File: src/rtl/bcd_multidigit_counter.sv
// N-digit BCD up/down counter: synchronous load with digit clamping, count
// enable, combinational terminal count. Define BCD_COUNTER_SATURATE_EN to hold at the limits instead of wrapping.
module bcd_multidigit_counter #(
  parameter int unsigned DIGITS = 4
) (
  input  logic                  clk,
  input  logic                  reset,
  input  logic                  en,
  input  logic                  up,
  input  logic                  load,
  input  logic [4*DIGITS-1:0]   load_val,
  output logic [4*DIGITS-1:0]   q,
  output logic                  tc,
  output logic                  wrap,
  output logic                  load_err
);

  logic [4*DIGITS-1:0] q_q, q_d;
  logic [4*DIGITS-1:0] load_clamped;
  logic [4*DIGITS-1:0] q_inc, q_dec;
  logic                wrap_q, wrap_d;
  logic                load_err_q, load_err_d;
  logic                any_invalid;
  logic                all_nine, all_zero, at_limit;
  logic                carry, borrow;
  logic [3:0]          ld_digit, cur_digit;

  always_comb begin
    load_clamped = '0;
    any_invalid  = 1'b0;
    ld_digit     = '0;
    for (int unsigned k = 0; k < DIGITS; k++) begin
      ld_digit = load_val[4*k +: 4];
      if (ld_digit > 4'd9) begin
        load_clamped[4*k +: 4] = 4'd9;
        any_invalid            = 1'b1;
      end else begin
        load_clamped[4*k +: 4] = ld_digit;
      end
    end
  end

  // Carry/borrow ripple through all decades in a single cycle.
  always_comb begin
    q_inc     = '0;
    q_dec     = '0;
    carry     = 1'b1;
    borrow    = 1'b1;
    all_nine  = 1'b1;
    all_zero  = 1'b1;
    cur_digit = '0;
    for (int unsigned k = 0; k < DIGITS; k++) begin
      cur_digit = q_q[4*k +: 4];
      if (carry) begin
        if (cur_digit == 4'd9) begin
          q_inc[4*k +: 4] = 4'd0;
        end else begin
          q_inc[4*k +: 4] = cur_digit + 4'd1;
          carry           = 1'b0;
        end
      end else begin
        q_inc[4*k +: 4] = cur_digit;
      end
      if (borrow) begin
        if (cur_digit == 4'd0) begin
          q_dec[4*k +: 4] = 4'd9;
        end else begin
          q_dec[4*k +: 4] = cur_digit - 4'd1;
          borrow          = 1'b0;
        end
      end else begin
        q_dec[4*k +: 4] = cur_digit;
      end
      all_nine = all_nine & (cur_digit == 4'd9);
      all_zero = all_zero & (cur_digit == 4'd0);
    end
  end

  assign at_limit = up ? all_nine : all_zero;
  assign tc       = en & at_limit;

  always_comb begin
    q_d        = q_q;
    wrap_d     = 1'b0;
    load_err_d = 1'b0;
    if (load) begin
      q_d        = load_clamped;
      load_err_d = any_invalid;
    end else if (en) begin
`ifdef BCD_COUNTER_SATURATE_EN
      if (!at_limit) begin
        q_d = up ? q_inc : q_dec;
      end
`else
      q_d    = up ? q_inc : q_dec;
      wrap_d = at_limit;
`endif
    end
  end

  always_ff @(posedge clk) begin
    if (reset) begin
      q_q        <= '0;
      wrap_q     <= 1'b0;
      load_err_q <= 1'b0;
    end else begin
      q_q        <= q_d;
      wrap_q     <= wrap_d;
      load_err_q <= load_err_d;
    end
  end

  assign q        = q_q;
  assign wrap     = wrap_q;
  assign load_err = load_err_q;

endmodule
File: config.mk
export PLATFORM = sky130hd
export DESIGN_NAME = bcd_multidigit_counter
export DESIGN_NICKNAME = d
export VERILOG_FILES = /design/src/rtl/bcd_multidigit_counter.sv
export SDC_FILE = /design/constraint.sdc
export NUM_CORES = 1
export LEC_CHECK = 0
export CORE_UTILIZATION = 40
export CTS_CLUSTER_SIZE = 12
export DETAILED_ROUTE_END_ITERATION = 10
export GPL_ROUTABILITY_DRIVEN = 0
export GPL_TIMING_DRIVEN = 1
export PLACE_DENSITY = 0.67
export SLEW_MARGIN = 10
export SYNTH_ARGS = -nofsm -noshare
export SYNTH_HDL_FRONTEND = slang
export SYNTH_SLANG_ARGS = --single-unit
File: constraint.sdc
create_clock -name clk -period 2.3 [get_ports clk]
set_input_delay 0.575 -clock clk [delete_from_list [all_inputs] [get_ports clk]]
set_output_delay 0.575 -clock clk [all_outputs]
set_load 0.02 [all_outputs]
==> metrics.txt <==
# TYPE chip_impl_metric gauge
chip_impl_metric{name="iter_0_drt_violations",unit=""} 114
chip_impl_metric{name="pin_count_of_the_biggest_net_entering_global_routing",unit=""} 44
chip_impl_metric{name="synth_top_area_share",unit="%"} 21.6
chip_impl_metric{name="design.portCount",unit=""} 40
chip_impl_metric{name="synth.distinct_cells",unit=""} 56
chip_impl_info{name="outcome",value="finished, final reports clean"} 1
chip_impl_metric{name="cts-root-to-sink-buffers",unit=""} 2
chip_impl_metric{name="timing.critical_path.required",unit="ps"} 1730
chip_impl_metric{name="fin_nets",unit=""} 310
chip_impl_metric{name="r2r_slack",unit="ps"} 610
chip_impl_metric{name="route.detailed.drc",unit=""} 0
chip_impl_metric{name="post_synth_inst_count",unit=""} 236
chip_impl_metric{name="die_y",unit="µm"} 66.6
chip_impl_info{name="worst_hold_path_type",value="reg2reg"} 1
chip_impl_metric{name="globalRouteOverflowTotal",unit=""} 0
chip_impl_metric{name="max_slew_margin",unit="%"} 65.6
chip_impl_metric{name="register_area_share_after_synthesis",unit="%"} 21.6
chip_impl_metric{name="fmaxAchievable",unit="MHz"} 458
chip_impl_metric{name="tightest_slew",unit="ps"} 514
chip_impl_metric{name="count_of_warnings_emitted_by_yosys",unit=""} 0
chip_impl_info{name="mostFrequentLayoutCells",value="sky130_fd_sc_hd__clkdlybuf4s50_1, sky130_fd_sc_hd__buf_4, sky130_fd_sc_hd__nor2_1, sky130_fd_sc_hd__o21ai_0, sky130_fd_sc_hd__dfxtp_1"} 1
chip_impl_metric{name="dieArea",unit="µm²"} 4440
chip_impl_metric{name="post_cts_hold_buffer_count",unit=""} 0
chip_impl_metric{name="timing.clock.skew",unit="ps"} 1.20
chip_impl_info{name="most_common_library_cell_in_the_layout_ignoring_fill_and_taps",value="sky130_fd_sc_hd__clkdlybuf4s50_1"} 1
chip_impl_metric{name="drt-total-wl",unit="µm"} 4500
chip_impl_info{name="worst_setup_path_start_kind",value="register"} 1
chip_impl_info{name="critical_path_class",value="reg2out"} 1
chip_impl_metric{name="io_buffers",unit=""} 39
chip_impl_metric{name="power.static_leakage",unit="nW"} 0.917
chip_impl_metric{name="ant_nets",unit=""} 0
chip_impl_metric{name="antenna_cells",unit=""} 0
chip_impl_metric{name="post_drt_wl_per_cell",unit="µm"} 13.3
chip_impl_info{name="netlist.top_cell.by_area",value="sky130_fd_sc_hd__dfxtp_1"} 1
chip_impl_metric{name="cts_made_buffers",unit=""} 3
chip_impl_info{name="synthFlopType",value="sky130_fd_sc_hd__dfxtp_1"} 1
chip_impl_metric{name="worstSkewPairLatency",unit="ps"} 260
chip_impl_info{name="ys_top_cells_by_area",value="sky130_fd_sc_hd__dfxtp_1, sky130_fd_sc_hd__o21ai_0, sky130_fd_sc_hd__nor2_1"} 1
chip_impl_metric{name="initial_core_util",unit="%"} 41.8
chip_impl_metric{name="synth.avg_cell_area",unit="µm²"} 7.08
chip_impl_metric{name="power_density_of_the_placed_cells",unit="nW/µm²"} 469
chip_impl_metric{name="share_of_cells_above_drive_strength_1",unit="%"} 17.0
chip_impl_metric{name="synth-seq-cells",unit=""} 18
chip_impl_metric{name="clock_sink_count",unit=""} 18
chip_impl_metric{name="postLayoutCellArea",unit="µm²"} 2350
chip_impl_metric{name="drt-pass1-iter-count",unit=""} 4
chip_impl_metric{name="fp.dieW",unit="µm"} 66.6
chip_impl_metric{name="dpl.hpwl",unit="µm"} 3240
chip_impl_metric{name="edff_count_synth",unit=""} 0
chip_impl_metric{name="netlist_area",unit="µm²"} 1670
chip_impl_metric{name="setup_viol",unit=""} 0
chip_impl_info{name="cts_tree",value="yes"} 1
chip_impl_info{name="unrepaired_setup_endpoints_after_global_routing",value="no"} 1
chip_impl_metric{name="first_pass_grt_wire_length",unit="µm"} 7440
chip_impl_metric{name="timing.max_cap.violations",unit=""} 0
chip_impl_metric{name="clkTransAtPathRegs",unit="ps"} 80
chip_impl_metric{name="syn_nets",unit=""} 257
chip_impl_metric{name="floorplan.rows",unit=""} 23
chip_impl_metric{name="synth_to_layout_area_growth",unit="%"} 40.5
chip_impl_metric{name="critical_path.max_fanout",unit=""} 3
chip_impl_metric{name="report.final.hold_viol_count",unit=""} 0
chip_impl_info{name="critical_path.endpoint_type",value="output port"} 1
chip_impl_metric{name="fin_setup_tns",unit="ps"} 0
chip_impl_metric{name="antenna_violations_before_repair",unit=""} 0
chip_impl_metric{name="worst_vdd_drop",unit="mV"} 0.228
chip_impl_metric{name="design.core.area",unit="µm²"} 4000
chip_impl_metric{name="final_worst_path_period_share",unit="%"} 94.9
chip_impl_metric{name="post_detailed_placement_cell_area",unit="µm²"} 2260
chip_impl_metric{name="viasPerCell",unit=""} 5.62
chip_impl_metric{name="final_design_utilization",unit="%"} 58.7
chip_impl_info{name="clk_tree_root_cell",value="sky130_fd_sc_hd__clkbuf_8"} 1
chip_impl_metric{name="dr_total_vias",unit=""} 1898
chip_impl_metric{name="synthArstFlopShare",unit="%"} 0
chip_impl_metric{name="clock_tree.htree_level_count",unit=""} 1
chip_impl_metric{name="critical_path_arrival",unit="ps"} 1610
chip_impl_metric{name="grt_pass1_vias",unit=""} 1684
chip_impl_metric{name="track_usage",unit="%"} 21.8
chip_impl_metric{name="post-route-min-period",unit="ps"} 2180
chip_impl_metric{name="max_slew_violation_count",unit=""} 0
critical path: stages, from the launching register on:
cell and delay (ps):
sky130_fd_sc_hd__dfxtp_1 340, sky130_fd_sc_hd__nor4_4 350, sky130_fd_sc_hd__nand3_1 150, sky130_fd_sc_hd__o22a_1 240, sky130_fd_sc_hd__nor2b_1 120, sky130_fd_sc_hd__buf_4 150
synth_stat cells, drive strengths merged, types with 4 or more instances:
| cell type | count |
|---|---|
| nand2 | 10 |
| buf | 12 |
| a22oi | 4 |
| a31oi | 7 |
| clkbuf | 15 |
| o21ai | 21 |
| nand3 | 6 |
| a21oi | 17 |
| nor3 | 9 |
| nor2 | 26 |
| nand3b | 4 |
| nand2b | 9 |
| xnor2 | 7 |
| inv | 11 |
| dfxtp | 18 |
routing by layer:
metal  vias to the layer above  track usage, %  wire length [µm]
li1                        966               -                 -
met1                       881            27.3              2030
met2                        41            36.6              2220
met3                        10            2.74               141
met4                         0            9.84               112
met5                         -               0                 0
area by class of cell:
cell class,count,area (µm²)
Tap cell,50,62.6
Multi-Input combinational cell,180,1160
Sequential cell,18,360
Clock buffer,4,55.1
Fill cell,380,1650
Timing Repair Buffer,75,672
Inverter,11,41.3
report_power, final:
group          leakage [nW]  switching [mW]  internal, mW
Clock                0.0288           0.122         0.153
Combinational         0.739           0.236         0.235
Sequential            0.149          0.0202         0.336
Total                 0.917           0.378         0.723
flip-flops by register name, indices dropped and copies added, names as in the netlist:
| name | cells |
|---|---|
| wrap | 1 |
| q | 16 |
| load_err | 1 |
metrics by stage:
stage,cells,power (mW),hold WS [ps],setup slack (ps)
2_1_floorplan,236,0.635,599,44.2
3_3_place_gp,332,0.816,604,-627
3_5_place_dp,332,0.819,611,-711
4_1_cts,338,1.10,625,2.29
5_1_grt,338,1.17,659,33.6
6_report,338,1.10,627,117
kinds of logic (layout without fill, tap and decap cells):
group,after synthesis,count (layout),synth area share (%)
AND/OR/NAND/NOR,88,88,29.8
AO/OA/AOI/OAI,80,80,32.0
XOR/XNOR,10,10,5.24
multiplexers,2,2,1.20
buffers and inverters,38,90,10.3
flip-flops,18,18,21.6
final timing paths:
path                      start                  to  cells after the start
min reg2reg  q[15]$_SDFFE_PP0P_  q[15]$_SDFFE_PP0P_                      3
min          q[15]$_SDFFE_PP0P_  q[15]$_SDFFE_PP0P_                      3
max           q[5]$_SDFFE_PP0P_                  tc                      5
max reg2reg   q[5]$_SDFFE_PP0P_  q[13]$_SDFFE_PP0P_                      6
what timing repair did:
item | CTS | global route
resized for setup | 9 | 2
setup buffers | 2 | 0
pin swaps | 2 | 2
setup endpoints to repair | 6 | 1
hold endpoints to repair | 0 | 0
No activity file was read; power rests on OpenSTA's default activity.
